## config.mk

```make
export PLATFORM = sky130hd
export DESIGN_NAME = rr_grant_collector
export DESIGN_NICKNAME = d
export VERILOG_FILES = /design/src/rtl/rr_grant_collector.sv
export SDC_FILE = /design/constraint.sdc
export NUM_CORES = 1
export LEC_CHECK = 0
export ABC_AREA = 1
export BUFFER_PORTS_ARGS = -buffer_cell sky130_fd_sc_hd__clkbuf_2
export CAP_MARGIN = 15
export CORE_MARGIN = 2
export CORE_UTILIZATION = 55
export CTS_CLUSTER_SIZE = 14
export DETAILED_ROUTE_END_ITERATION = 7
export GPL_TIMING_DRIVEN = 0
export PLACE_DENSITY = 0.86
export SLEW_MARGIN = 20
export SYNTH_ARGS = -nofsm -noshare
export SYNTH_HDL_FRONTEND = slang
export SYNTH_SLANG_ARGS = --single-unit
```

## constraint.sdc

```tcl
create_clock -name clk -period 2.9 [get_ports clk]
set_input_delay 0.725 -clock clk [delete_from_list [all_inputs] [get_ports clk]]
set_output_delay 0.725 -clock clk [all_outputs]
set_load 0.05 [all_outputs]
```

## src/rtl/rr_grant_collector.sv

```systemverilog
// Captures the word and source ID of whichever requester the round-robin arbiter grants.
// Entries go through a first-word-fall-through FIFO. Also tracks multi-hot grant errors and overflow drops.
module rr_grant_collector #(
   parameter int unsigned DW    = 8,
   parameter int unsigned DEPTH = 8,
   parameter int unsigned AW    = 3
) (
   input  logic            clk,
   input  logic            rst,
   input  logic [3:0]      GNT,
   input  logic [4*DW-1:0] DIN,
   output logic            OUT_VALID,
   input  logic            OUT_READY,
   output logic [DW-1:0]   OUT_DATA,
   output logic [1:0]      OUT_SRC,
   output logic            FULL,
   output logic            EMPTY,
   output logic [AW:0]     COUNT,
   output logic [7:0]      DROP_CNT,
   output logic            ERR
);

   logic [DW-1:0] r_mem_data [DEPTH];
   logic [1:0]    r_mem_src  [DEPTH];
   logic [AW-1:0] r_wr_ptr;
   logic [AW-1:0] r_rd_ptr;
   logic [AW:0]   r_count;
   logic [7:0]    r_drop_cnt;
   logic          r_err;

   logic          w_onehot;
   logic          w_multi;
   logic [1:0]    w_idx;
   logic [DW-1:0] w_din;
   logic          w_full;
   logic          w_empty;
   logic          w_pop;
   logic          w_push;
   logic          w_drop;

   // GNT & (GNT-1) clears the lowest set bit; if the result is zero, GNT had exactly one bit set.
   assign w_onehot = (GNT != 4'b0000) && ((GNT & (GNT - 4'd1)) == 4'b0000);
   assign w_multi  = (GNT != 4'b0000) && !w_onehot;

   always_comb begin
      w_idx = 2'd0;
      w_din = '0;
      for (int i = 0; i < 4; i++) begin
         if (GNT[i]) begin
            w_idx = 2'(i);
            w_din = DIN[i*DW +: DW];
         end
      end
   end

   assign w_full  = (r_count == (AW+1)'(DEPTH));
   assign w_empty = (r_count == '0);
   assign w_pop   = !w_empty && OUT_READY;
   // When full, a push is still accepted if a pop frees a slot in the same cycle.
   assign w_push  = w_onehot && (!w_full || w_pop);
   assign w_drop  = w_onehot && !w_push;

   always_ff @(posedge clk or posedge rst) begin
      if (rst) begin
         r_wr_ptr   <= '0;
         r_rd_ptr   <= '0;
         r_count    <= '0;
         r_drop_cnt <= '0;
         r_err      <= 1'b0;
      end else begin
         if (w_push) r_wr_ptr <= r_wr_ptr + AW'(1);
         if (w_pop)  r_rd_ptr <= r_rd_ptr + AW'(1);
         if (w_push && !w_pop)      r_count <= r_count + (AW+1)'(1);
         else if (w_pop && !w_push) r_count <= r_count - (AW+1)'(1);
         if (w_drop && (r_drop_cnt != 8'hFF)) r_drop_cnt <= r_drop_cnt + 8'd1;
         if (w_multi) r_err <= 1'b1;
      end
   end

   // Storage is deliberately left out of reset.
   always_ff @(posedge clk) begin
      if (w_push) begin
         r_mem_data[r_wr_ptr] <= w_din;
         r_mem_src[r_wr_ptr]  <= w_idx;
      end
   end

   assign OUT_VALID = !w_empty;
   assign OUT_DATA  = w_empty ? '0 : r_mem_data[r_rd_ptr];
   assign OUT_SRC   = w_empty ? 2'd0 : r_mem_src[r_rd_ptr];
   assign FULL      = w_full;
   assign EMPTY     = w_empty;
   assign COUNT     = r_count;
   assign DROP_CNT  = r_drop_cnt;
   assign ERR       = r_err;

endmodule
```

==> results.py <==
metrics = {
    "job": {
        "max_cap_violations": 0,
    },
    "synth": {
        "yosys_warnings": 0,
        "synth_seq_cells": 99,
        "ys_types": 28,
        "synth_area_um2": 4857,
        "ys_seq_area_share_pct": 59.25,
        "synthCells": 538,
        "syn_area_per_cell_um2": 9.028,
        "syn-num-nets": 584,
    },
    "global_routing": {
        "grt_max_degree": 20,
        "grt_usage_pct": 20.97,
        "grt_overflow": 0,
        "grt_pass1_vias": 3533,
        "antenna_found_initial": 0,
        "grt_pass1_wl_um": 16170,
    },
    "clocking": {
        "cts_root_buffer": "clkbuf_8",
        "htreeDepth": 3,
        "clk_latency_ps": 360,
        "cts_inserted_buffers": 9,
        "cts.repair.resized": 0,
        "ctsHoldBuffers": 0,
        "cts_buffer_depth": 2,
        "cts.sinks": 99,
        "postCtsSetupBuffers": 0,
        "path_clk_slew_ps": 100,
        "cts_tree": "yes",
    },
    "route": {
        "drtIter0Drc": 275,
        "drtAntennaViolNets": 0,
        "drc": 0,
        "drt_wl_total_um": 9497,
        "wire_per_inst_um": 13.08,
        "vias_per_cell": 5.076,
        "vias": 3685,
        "firstDrtPassIters": 5,
    },
    "setup_path": {
        "reg2reg_depth": 13,
        "path_class": "reg2out",
        "r2r_slack_ps": 630,
        "end_kind": "output pin",
        "worstPathRequired_ps": 2170,
        "cp.arrival_ps": 2000,
        "cp_max_fo": 10,
        "reg2reg_to": "COUNT[3]$_DFFE_PP0P_",
        "r2r_start": "COUNT[0]$_DFFE_PP0P_",
        "cp-start-kind": "flip-flop",
    },
    "finish": {
        "layout.nets": 659,
        "syn2layout_area_growth_pct": 13.81,
        "final_cell_area_um2": 5528,
        "fillers": 656,
        "drive_gt1_share_pct": 17.80,
        "diodes": 0,
    },
    "timing": {
        "fmax_mhz": 366.6,
        "finalCritPeriodShare_pct": 94.07,
        "fin_skew_ps": 11.83,
        "worst_pin_slew_ps": 902.4,
        "hold_violations": 0,
        "period_minus_slack_ps": 2728,
        "relSlewSlack_pct": 39.61,
        "slew_violations": 0,
        "setup_viol": 0,
        "rsz0062_at_grt": "true",
    },
    "floorplanning": {
        "die_w_um": 97.98,
        "rows": 34,
        "initial_utilization_pct": 56.24,
        "core_area_um2": 8636,
        "dieHeight_um": 97.98,
        "ios": 65,
        "die-area_um2": 9599,
    },
    "place": {
        "dpl.hpwl_um": 7133,
        "gp_congestion": 0.8069,
        "io_buffers": 64,
        "placed_area_um2": 5313,
    },
    "pwr": {
        "power.leakage_nw": 2.542,
        "peakVddDrop_uv": 438.0,
        "total_power_w": 0.005294,
        "p_per_area_nw_per_um2": 957.6,
    },
    "outcome": {
        "status": "completed",
    },
    "hold_path": {
        "hp-class": "in2async",
    },
}
-- layer usage --
metal	track usage, %	share of wire [%]	vias to the layer above
met5	0	0	-
met4	8.761	1.8	0
met3	2.649	6.2	18
met2	35.19	49	120
met1	27.82	43	1673
li1	-	-	1874
-- logic make-up (layout without fill, tap and decap cells) --
| logic type | count (synthesis) | in the layout | share of synthesized area, % |
|---|---|---|---|
| fa+ha+maj | 7 | 7 | 1.958 |
| xor+xnor | 8 | 8 | 1.443 |
| buf+inv | 63 | 143 | 5.333 |
| compound gates | 25 | 25 | 2.576 |
| simple gates | 336 | 336 | 29.44 |
| flops | 99 | 99 | 59.25 |
-- Yosys cell counts --
| cell type | instances | area share (%) |
|---|---|---|
| nand2_1 | 163 | 13 |
| nor2_1 | 119 | 9.2 |
| edfxtp_1 | 80 | 49 |
| nand3_1 | 40 | 4.1 |
| inv_1 | 39 | 3.0 |
| o21ai_0 | 23 | 2.4 |
| dfrtp_1 | 19 | 9.8 |
| buf_2 | 10 | 1.0 |
| ha_1 | 6 | 1.5 |
| clkbuf_1 | 5 | 0.39 |
| xnor2_1 | 5 | 0.90 |
| nand2_2 | 3 | 0.39 |
| xor2_1 | 3 | 0.54 |
| a21oi_1 | 2 | 0.21 |
| buf_1 | 2 | 0.15 |
| buf_4 | 2 | 0.31 |
| clkinv_1 | 2 | 0.15 |
| inv_2 | 2 | 0.15 |
| nand2_4 | 2 | 0.46 |
| nor2_2 | 2 | 0.26 |
| nor2_8 | 2 | 0.82 |
| fa_1 | 1 | 0.41 |
| inv_4 | 1 | 0.13 |
| nand2_8 | 1 | 0.41 |
| nand3b_1 | 1 | 0.15 |
| nand3b_4 | 1 | 0.41 |
| nor2_4 | 1 | 0.23 |
| nor3b_4 | 1 | 0.39 |
-- worst max path at each step --
stage,startpoint,endpoint,slack [ps],cells past startpoint
final,r_rd_ptr[0]$_DFFE_PP0P_,OUT_DATA[2],170,9
after global placement,GNT[3],COUNT[3]$_DFFE_PP0P_,310,16
after global routing,r_rd_ptr[1]$_DFFE_PP0P_,OUT_SRC[0],-6,8
after detailed placement,GNT[3],COUNT[3]$_DFFE_PP0P_,270,16
after CTS,r_rd_ptr[0]$_DFFE_PP0P_,OUT_DATA[3],40,8
after floorplan,COUNT[0]$_DFFE_PP0P_,OUT_DATA[0],80,5
-- layout make-up --
class | instances | area (um2) | area share (%)
Clock inverter | 7 | 86.33 | 1.562
Inverter | 44 | 167.7 | 3.033
Tap cell | 108 | 135.1 | 2.445
Multi-Input combinational cell | 376 | 1720 | 31.12
Timing Repair Buffer | 64 | 322.8 | 5.840
Clock buffer | 9 | 123.9 | 2.241
Sequential cell | 99 | 2878 | 52.06
Buffer | 19 | 93.84 | 1.698
-- critical path: stages, from the launching register on --
cell and delay [ps]:
dfrtp_1 350, buf_2 180, buf_2 230, nor2_1 70, nor2_1 120, o21ai_0 100
nand2_1 80, nor2_1 50, nor2_1 160, clkbuf_2 300
-- sequential cells by signal, summed over array words and instances, names as in the netlist --
name,count
DROP_CNT,8
ERR,1
COUNT,4
r_wr_ptr,3
r_mem_src,16
r_rd_ptr,3
r_mem_data,64
-- per-stage QoR --
step           cells  util [%]  hold slack [ps]  setup slack (ps)  TNS (ps)
6_report         726     64.01            468.4             172.0         0
5_1_grt          726     64.01            513.1            -6.012    -6.012
4_1_cts          726     63.95            473.0             38.48         0
3_5_place_dp     710     61.52            474.2             265.7         0
3_3_place_gp     710     61.52            460.9             309.7         0
2_1_floorplan    538         -            505.6             83.76         0
-- report_power, final --
group	switching [W]	internal, W	total (W)
registers	0.000129	0.00173	0.00186
clock network	0.000493	0.000413	0.000906
logic	0.00184	0.000685	0.00252
-- placed cells by master, fill, tap and decap left out, drive strengths merged --
master	n
clkinv	6
bufinv	1
clkbuf	78
nand2	169
xor2	3
o21ai	23
buf	14
a21oi	2
nand3b	2
inv	44
edfxtp	80
fa	1
xnor2	5
nor2	124
nand3	40
ha	6
nor3b	1
dfrtp	19
(Power assumes the default switching activity.)
